## src/rtl/clk_divider_multi.sv

```systemverilog
// clk_divider_multi: NUM_CH independent, run-time programmable square-wave
// dividers with glitch-free divisor updates (applied at toggle boundaries).
// Optional feature macro: CLK_DIV_TICK_EN adds a per-channel 'tick' output that
// pulses for one clk_in cycle on every divided_clk toggle.
module clk_divider_multi #(
  parameter int NUM_CH       = 4,
  parameter int CNT_W        = 26,
  parameter int DEFAULT_HALF = 40000000,
  localparam int CH_W        = (NUM_CH > 1) ? $clog2(NUM_CH) : 1
) (
  input  logic              clk_in,
  input  logic              rst,
  input  logic [NUM_CH-1:0] en,
  input  logic              cfg_we,
  input  logic [CH_W-1:0]   cfg_ch,
  input  logic [CNT_W-1:0]  cfg_half,
  output logic [NUM_CH-1:0] cfg_pending,
  output logic [NUM_CH-1:0] divided_clk
`ifdef CLK_DIV_TICK_EN
  ,
  output logic [NUM_CH-1:0] tick
`endif
);

  localparam logic [CNT_W-1:0] DEF_HALF = CNT_W'(DEFAULT_HALF);

  logic [NUM_CH-1:0][CNT_W-1:0] r_cnt;
  logic [NUM_CH-1:0][CNT_W-1:0] r_half_act;
  logic [NUM_CH-1:0][CNT_W-1:0] r_half_shd;
  logic [NUM_CH-1:0]            r_pend;
  logic [NUM_CH-1:0]            r_dclk;

  logic [NUM_CH-1:0]            w_wr;
  logic [NUM_CH-1:0]            w_off;
  logic [NUM_CH-1:0]            w_bnd;

  // Per-channel decode: config hit, channel switched off, toggle boundary.
  // An out-of-range cfg_ch matches no channel, so such writes fall away here.
  always_comb begin
    w_wr  = '0;
    w_off = '0;
    w_bnd = '0;
    for (int i = 0; i < NUM_CH; i++) begin
      w_wr[i]  = cfg_we && (cfg_ch == CH_W'(i));
      w_off[i] = (r_half_act[i] == '0);
      w_bnd[i] = !w_off[i] && en[i] && (r_cnt[i] == r_half_act[i] - CNT_W'(1));
    end
  end

  // Counter, output toggle, and shadow/active half-period handover per channel.
  always_ff @(posedge clk_in or posedge rst) begin
    if (rst) begin
      r_cnt      <= '0;
      r_dclk     <= '0;
      r_pend     <= '0;
      r_half_act <= {NUM_CH{DEF_HALF}};
      r_half_shd <= {NUM_CH{DEF_HALF}};
    end else begin
      for (int i = 0; i < NUM_CH; i++) begin
        if (w_off[i]) begin
          // Channel off: park low and take any pending value without waiting.
          r_cnt[i]  <= '0;
          r_dclk[i] <= 1'b0;
          if (r_pend[i]) r_half_act[i] <= r_half_shd[i];
        end else if (en[i]) begin
          if (w_bnd[i]) begin
            r_cnt[i]  <= '0;
            r_dclk[i] <= ~r_dclk[i];
            if (r_pend[i]) r_half_act[i] <= r_half_shd[i];
          end else begin
            r_cnt[i] <= r_cnt[i] + CNT_W'(1);
          end
        end
        // A write wins over the clear: a value written on a boundary edge
        // waits for the following boundary while the older one is applied now.
        if (w_wr[i]) begin
          r_half_shd[i] <= cfg_half;
          r_pend[i]     <= 1'b1;
        end else if (w_off[i] || w_bnd[i]) begin
          r_pend[i] <= 1'b0;
        end
      end
    end
  end

  assign cfg_pending = r_pend;
  assign divided_clk = r_dclk;

`ifdef CLK_DIV_TICK_EN
  logic [NUM_CH-1:0] r_tick;

  // One-cycle pulse registered on the same edge as each divided_clk toggle.
  always_ff @(posedge clk_in or posedge rst) begin
    if (rst) r_tick <= '0;
    else     r_tick <= w_bnd;
  end

  assign tick = r_tick;
`endif

endmodule

```

## config.mk

```make
export PLATFORM = sky130hd
export DESIGN_NAME = clk_divider_multi
export DESIGN_NICKNAME = d
export VERILOG_FILES = /design/src/rtl/clk_divider_multi.sv
export SDC_FILE = /design/constraint.sdc
export NUM_CORES = 1
export LEC_CHECK = 0
export CELL_PAD_IN_SITES_DETAIL_PLACEMENT = 1
export CELL_PAD_IN_SITES_GLOBAL_PLACEMENT = 2
export CORE_MARGIN = 4
export CORE_UTILIZATION = 42
export DETAILED_ROUTE_END_ITERATION = 6
export GPL_TIMING_DRIVEN = 0
export PLACE_DENSITY_LB_ADDON = 0.05
export SYNTH_ARGS = -nofsm -noshare
export SYNTH_HDL_FRONTEND = slang
export SYNTH_SLANG_ARGS = --single-unit
```

## constraint.sdc

```tcl
create_clock -name clk_in -period 13.1 [get_ports clk_in]
set_clock_uncertainty 0.15 [all_clocks]
set_input_delay 2.62 -clock clk_in [delete_from_list [all_inputs] [get_ports clk_in]]
set_output_delay 2.62 -clock clk_in [all_outputs]
set_load 0.01 [all_outputs]
```

Yosys cells after proc, flatten, opt, wreduce, memory -nomap -nowiden
Cells that the tools add are included.

Equal/unequal tests: 7. Muxes and demuxes: 48. Bitwise operators: 4. Reductions and logical operators: 41. Add/subtract/negate cells: 8.

Operators by type and width (number): 26-bit 2-to-1 mux (28); 26-bit by 1-bit adder with 26-bit output (second input constant) (4); 26-bit == test (4); 26-bit logical NOT (4); 26-bit by 1-bit subtractor with 26-bit output (second input constant) (4); 2-bit nonzero test (12); 1-bit 2-to-1 mux (20); 1-bit logical AND (12); 2-bit AND reduction (4); 2-bit == test (second input constant) (2); 1-bit logical NOT (4); 1-bit logical OR (4); 1-bit NOT (4); 2-bit by 1-bit == test with 1-bit output (second input constant) (1); 2-bit logical NOT (1).

Register bits: 320. Bits of input ports: 35. Output and inout bits: 8.

Depth between registers and ports, before layout
Gate-level depths: netlist of run 1.

Depth in word-level cells: 7. Mapped depth: 13. Gate-level depth less buffers: 10.

Worst setup path before layout of run 1
OpenSTA, ideal clock, no wires.

Kind: input port to flip-flop. Start: input port en[0]. End: register r_half_act[0] (netlist bit). Arrival: 4.702 ns. Path buffers: 3. Stages on the path: 10. Path slack: 8.121 ns. Cells stage by stage: clkbuf_1 > nand3_1 > nor3_1 > o211ai_1 > or4_1 > nor4b_2 > a22o_1 > buf_6 > buf_6 > mux2_1.

Word-level cells in the longest chain between the ends: 4. Elaborated cells on any way between the ends: 5.

RTL lines: from (decl) (line 13) `input logic [NUM_CH-1:0] en,`; 1-bit logical AND (2 in a row) (line 46) `w_bnd[i] = !w_off[i] && en[i] && (r_cnt[i] == r_half_act[i] - CNT_W'(1));`; 2-bit nonzero test (no line); 2-bit AND reduction (no line) (*); to (signal assigned) (line 56) `r_half_act <= {NUM_CH{DEF_HALF}};`; to (signal, indexed assignment) (line 64) `if (r_pend[i]) r_half_act[i] <= r_half_shd[i];`; to (signal, indexed assignment) (line 69) `if (r_pend[i]) r_half_act[i] <= r_half_shd[i];`; to (decl) (line 28) `logic [NUM_CH-1:0][CNT_W-1:0] r_half_act;`.

Mark *: on every way between the ends. The rest lies on a longest branch, timed or not. A chain may end at the register's enable or synchronous reset.

Worst setup path after layout of run 1
Start: input port en[3]. End: register r_cnt[92] (netlist bit).

Word-level cells in the longest chain between the ends: 5. Elaborated cells on any way between the ends: 6.

RTL lines: 1-bit logical AND (2 in a row) (line 46); 26-bit 2-to-1 mux (line 66) `if (w_bnd[i]) begin`; 26-bit 2-to-1 mux (line 65) `end else if (en[i]) begin`; 26-bit 2-to-1 mux (line 60) `if (w_off[i]) begin`; to (signal, indexed assignment) (line 71) `r_cnt[i] <= r_cnt[i] + CNT_W'(1);`; to (decl) (line 27) `logic [NUM_CH-1:0][CNT_W-1:0] r_cnt;`.

Several ways; a longest one is shown, not always the timed one. The select of a mux whose other input is x is not followed.

==> results of run 1 <==
## metal layers
metal	part of all wire	wire, microns
met1	0.47	21580
met2	0.48	22240
met3	0.032	1465
met4	0.014	642
met5	0	0
## area by class of cell
| class | count | area, sq um | share of cell area |
|---|---|---|---|
| clock inverters | 15 | 153.9 | 0.007940 |
| inverters | 42 | 165.2 | 0.008521 |
| plain buffers | 55 | 261.5 | 0.01349 |
| clock buffers | 54 | 1101 | 0.05680 |
| flip-flops and latches | 320 | 8088 | 0.4172 |
| well taps | 525 | 656.9 | 0.03389 |
| diodes | 2 | 5.005 | 0.0002582 |
| repair buffers | 43 | 465.4 | 0.02401 |
| multi-input cells | 1156 | 8487 | 0.4378 |
## worst max-delay path, stage by stage
cell	delay, ns
clkdlybuf4s50_1	0.55
inv_1	0.12
nor3_1	0.20
nand3_1	0.10
a2111o_1	0.45
a2111oi_2	0.35
nand4_1	0.46
o21ai_1	0.53
buf_2	0.35
nor2_1	0.08
## sequential cells by signal, summed over array words and instances (netlist names)
signal	count
cfg_pending	4
divided_clk	4
r_cnt	104
r_half_act	104
r_half_shd	104
## logic make-up (layout without fill, tap and decap cells)
family / Yosys count / count (layout) / synth area share
flops: 320 / 320 / 0.4759
fa+ha+maj: 8 / 8 / 0.005890
mux: 175 / 175 / 0.1157
compound gates: 181 / 181 / 0.07959
buf+inv: 97 / 209 / 0.02466
other cells: 0 / 2 / 0
simple gates: 564 / 564 / 0.1799
xor+xnor: 228 / 228 / 0.1183
## worst paths after layout
kind	cells past startpoint	to	slack, ns
worst max register to register	10	r_half_act[8]	8.76
worst min register to register	2	r_half_act[77]	0.32
max in group asynchronous	4	r_cnt[92]	8.82
worst min-delay path	2	r_half_act[77]	0.32
worst max-delay path	10	r_cnt[92]	7.56
min in group asynchronous	2	r_cnt[34]	2.41
## metrics by stage
| stage | TNS [ns] | cells |
|---|---|---|
| after floorplan | 0 | 1573 |
| after global placement | -685.21 | 2139 |
| after detailed placement | 0 | 2141 |
| after CTS | 0 | 2210 |
| after global routing | 0 | 2210 |
| final | 0 | 2212 |
## synth_stat cells (29+ instances only)
| master | instances | area (sq um) |
|---|---|---|
| xor2_1 | 101 | 884.6 |
| nand3_1 | 55 | 275.3 |
| xnor2_1 | 126 | 1104 |
| inv_1 | 42 | 157.7 |
| o21ai_0 | 31 | 155.2 |
| nor3_1 | 49 | 245.2 |
| nand2_1 | 68 | 255.2 |
| nor4_1 | 30 | 187.7 |
| mux2_2 | 118 | 1329 |
| mux2_1 | 54 | 608.1 |
| dfstp_2 | 64 | 1682 |
| nor2_1 | 167 | 626.9 |
| clkbuf_1 | 29 | 108.9 |
| nand4_1 | 29 | 181.4 |
| dfrtp_1 | 256 | 6406 |
## power by group
part	switching (mW)	internal, mW	leakage (nW)
clock	0.433	0.628	0.610
sequential	0.253	1.22	3.99
combinational	0.582	0.505	3.64
==> impl_results.md, run 1 <==
- # DRC: 0
- Die area: 0.04374 sq mm
- GR Util All Layers: 0.2109
- Post-CTS Setup Inserts: 0
- Seq cells post-synth: 320
- Worst-path fanout max: 10
- Setup violations, final: 0
- Clock sinks: 320
- Worst hold path type: reg2reg
- Placer Congestion: 0.8332
- Pwr dens: 186.8 mW/mm^2
- Ys flop type: dfrtp_1
- Drt via density: 5.586
- Pre-Repair DR Iteration Count: 4
- Core area: 0.03982 sq mm
- Post-route total power: 3.621 mW
- Max Fclk: 180.4 MHz
- Largest net degree at the start of global routing: 122
- Antenna Nets Post-Route: 0
- Synth Area per Inst: 10.80 sq um
- Rows: 73
- Max Cap Viol: 0
- RSZ-0062 raised after global routing: false
- Syn_nets: 1616
- WL final: 45.93 mm
- M3 GR Usage: 0.02912
- Crit. Startpoint: en[3]
- Asr flop ratio synth: 1.000
- Port Buf Inserts: 41
- Mapped cell area: 0.01699 sq mm
- Number of synthesized flops with an enable pin: 0
- Share of cells above drive strength 1: 0.1780
- Nets@finish: 1699
- Post-DP Area: 0.01812 sq mm
- Met2 usage: 0.3558
- Most common cell after layout, fill and taps aside: dfrtp_1
- Die Span Y: 209.2 microns
- Least-Margin Pin Slew: 1.084 ns
- Area Overhead vs Synth: 14.06%
- CP arrival: 5.82 ns
- FILL cells: 4338
- Grt ovf: 0
- Most frequent cells in the layout: dfrtp_1 (256), nor2_1 (167), xnor2_1 (126)
- Crit Path Class: in2reg
- H-Tree Depth: 2
- Final core occ: 0.4867
- Initial DRC count: 599
- GR peak layer: met2
- Post-synthesis cell type count: 85
- Static Leak: 8.235 nW
- Peak supply drop: 0.1137 mV
- Post-Synthesis Cells: 1573
- Seq/Total Area, Yosys: 0.4759
- Vias in the first global route: 13130
- Worst hold slack: 0.3210 ns
- Critical Path Start Type: primary input
- Tmin final: 5.543 ns
- Hold-fix buffers at CTS: 0
- Starting Density: 0.4267
- Hpwl dp: 33.36 mm
- CP endpoint kind: register
- Hold Vio Cnt, Final: 0
- Root Driver: clkbuf_16
- Initial antenna violation count: 5
- Final WS setup: 7.557 ns
- DR vias: 12360
- WP data required: 13.38 ns
- Die Wd: 209.2 microns
- Fin. max-slew vios: 0
- Met1 Usage GRT: 0.2918
- Fin crit share: 0.4232
- CTS tree: built
- DR WL/cell: 20.76 microns
- Clock buffer depth: 3
- DP Worst Slack: 6.921 ns
- Worst-Skew Late Latency: 0.56 ns
- Clock slew at reported path FFs: 0.06 ns
- Yosys warns: 0
- Post-cts sizing count: 0
- Post-route cell area: 0.01938 sq mm
- First-pass GRT wire length: 74.38 mm
- Cts bufs inserted: 38
- FF-to-FF Start: r_half_act[3]
- Hold Crit Start: r_half_shd[77]
- Status: completed
- Max-slew headroom: 0.2676
- Ports: 43
(Power assumes the default switching activity.)
==> run 2, diff against run 1 <==
CORE_UTILIZATION = 38   (was 42)
clock period = 4.5 ns   (was 13.1 ns; I/O delays follow)
==> impl_results.md, run 2 (synthesis gave the netlist of run 1 again) <==
- Status: completed
- Crit. path cell count: 11 (+1)
- Peak supply drop: 0.2925 mV (+160%)
- DR WL/cell: 20.87 microns (+0.53%)
- DR vias: 12370 (+0.089%)
- Fin crit share: 0.9263
- RR Endpoint: r_cnt[31]
- CTS tree: built
- Slowest CP cell: o21ai_1
- Hold Vio Cnt, Final: 0 (unchanged)
- RSZ-0062 raised after global routing: false
- Grt ovf: 0 (unchanged)
- Root Driver: clkbuf_16
- Reg2reg setup slack: 0.33 ns (-8.43 ns)
- Worst-Skew Late Latency: 0.56 ns (about the same)
- Initial DRC count: 510 (-15%)
- Core area: 0.04422 sq mm (+11%)
- Hpwl dp: 34.91 mm (+4.6%)
- Die Span Y: 219.5 microns (+4.9%)
- Static Leak: 8.353 nW (+1.4%)
- Clock buffer depth: 3 (unchanged)
- Clock slew at reported path FFs: 0.06 ns (about the same)
- Final core occ: 0.4459 (-0.04088)
- Cell mode on critical path: buf_2
- Biggest regs: r_cnt (104), r_half_act (104), r_half_shd (104)
- H-Tree Depth: 2 (unchanged)
- Fin. max-slew vios: 0 (unchanged)
- Setup violations, final: 0 (unchanged)
- CP max stage delay: 0.67 ns (+0.12 ns)
- Initial antenna violation count: 4 (-1)
- Max Cap Viol: 0 (unchanged)
- Clock sinks: 320 (unchanged)
- Die area: 0.04817 sq mm (+10%)
- Delay-heaviest family, CP: simple AND/OR/NAND/NOR gates
- Die Wd: 219.5 microns (+4.9%)
- Most common cell after layout, fill and taps aside: dfrtp_1
- Worst setup endpoint: r_cnt[31]
- Share of cells above drive strength 1: 0.1825 (+0.004475)
- GR Util All Layers: 0.2011 (-0.009781)
- Max Fclk: 239.9 MHz
- Tmin final: 4.168 ns
- Vias in the first global route: 12940 (-1.5%)
- WP data required: 4.78 ns (-8.60 ns)
- Largest net degree at the start of global routing: 43 (-65%)
- Pre-Repair DR Iteration Count: 4 (unchanged)
- Crit Path Class: reg2reg
- Port Buf Inserts: 41 (unchanged)
- DP Worst Slack: -0.02077 ns (-6.941 ns)
- R2R depth: 11 (+1)
- Critical Path Start Type: register
- FILL cells: 4839 (+12%)
- Most frequent cells in the layout: dfrtp_1 (256), nor2_1 (167), xnor2_1 (126)
- Crit. Startpoint: r_half_act[31]
- First-pass GRT wire length: 76.03 mm (+2.2%)
- Least-Margin Pin Slew: 1.194 ns (+0.1095 ns)
- Worst-path fanout max: 10 (unchanged)
- Drt via density: 5.405 (-3.2%)
- Worst hold path type: reg2reg
- CP endpoint kind: register
- CP Cell Sequence: buf_2 -> or4_1 -> buf_2 -> or3_1 -> or4_1 -> xnor2_1 -> nor3_2 -> nand4b_2 -> o21ai_1 -> buf_2 -> nor2_1
- Max-slew headroom: 0.1936 (-0.07399)
- Cts bufs inserted: 39 (+2.6%)
- Rows: 77 (+5.5%)
- FF-to-FF Start: r_half_act[31]
- Ports: 43 (unchanged)
- Antenna Nets Post-Route: 0 (unchanged)
- WL final: 47.76 mm (+4.0%)
- # DRC: 0 (unchanged)
- Starting Density: 0.3843 (-0.04244)
- Buf+Inv Stages, Crit Path: 3 (unchanged)
- Pwr dens: 553.8 mW/mm^2 (+200%)
- Placer Congestion: 0.7973 (-4.3%)
- CP arrival: 4.45 ns (-1.37 ns)
- Nets@finish: 1706 (+0.41%)
- Final WS setup: 0.3317 ns (-7.225 ns)
- Area Overhead vs Synth: 16.02%
run 2: changes by cell type in the layout (fill, tap and decap cells not counted), moves of 2 or more:
cell / previous run / this run
bufinv_16: 2 / 7
buf_12: 0 / 8
clkbuf_16: 38 / 41
inv_6: 2 / 0
buf_16: 2 / 0
clkbuf_8: 9 / 4
clkinv_2: 6 / 9
run 2: worst min path at each step:
stage | startpoint | end | cells after the start
2_1_floorplan | r_half_shd[77] | r_half_act[77] | 2
3_3_place_gp | r_half_shd[52] | r_half_act[52] | 1
3_5_place_dp | r_half_shd[54] | r_half_act[54] | 1
4_1_cts | r_half_shd[77] | r_half_act[77] | 2
5_1_grt | r_half_shd[77] | r_half_act[77] | 2
6_report | r_half_shd[77] | r_half_act[77] | 2
run 2: per-layer routing:
layer | vias to the layer above | share of wire | wire [microns] | global-route usage
li1 | 5843 | - | - | -
met4 | 0 | 0.017 | 833 | 0.04319
met2 | 148 | 0.47 | 22590 | 0.3321
met1 | 6321 | 0.48 | 22770 | 0.2802
met3 | 55 | 0.033 | 1566 | 0.03268
met5 | - | 0 | 0 | 0
run 2: repair_timing:
item,CTS,global route
endpoints found under the setup margin,0,21
setup buffers,0,0
hold endpoints to repair,0,0
hold buffers,0,0
gates resized for setup,0,3
run 2: metrics by stage:
| step | hold slack, ns | setup TNS, ns | cell area [sq um] | cells | total power [mW] |
|---|---|---|---|---|---|
| floorplan | 0.2881 | -195.72 | 17000 | 1573 | 6.565 |
| global placement | 0.3095 | -935.46 | 18150 | 2206 | 7.433 |
| detailed placement | 0.3172 | -0.1353 | 18310 | 2214 | 7.549 |
| CTS | 0.3342 | 0 | 19690 | 2285 | 11.05 |
| global route | 0.3385 | 0 | 19710 | 2285 | 11.65 |
| finish | 0.3263 | 0 | 19720 | 2288 | 10.92 |
run 2: worst reg2reg max path: cells and delay by family, from the launching register on:
kind | cells | cell delay, ns
AND/OR/NAND/NOR | 6 | 1.98
XOR/XNOR | 1 | 0.17
buffers and inverters | 3 | 0.72
AO/OA/AOI/OAI | 1 | 0.67
flip-flops | 1 | 0.37
run 2: cell type report:
type | count | area, sq um | share of cell area
Sequential cell | 320 | 8088 | 0.4102
Clock buffer | 53 | 1111 | 0.05635
Timing Repair Buffer | 49 | 570.5 | 0.02894
Tap cell | 592 | 740.7 | 0.03757
Multi-Input combinational cell | 1156 | 8506 | 0.4314
Antenna cell | 3 | 7.507 | 0.0003808
Clock inverter | 18 | 270.3 | 0.01371
Inverter | 42 | 161.4 | 0.008186
Buffer | 55 | 261.5 | 0.01326
run 2: power by group:
part / total (mW) / switching (mW) / internal [mW]
Combinational: 3.22 / 1.73 / 1.49
Clock: 3.40 / 1.27 / 2.13
Sequential: 4.30 / 0.752 / 3.55
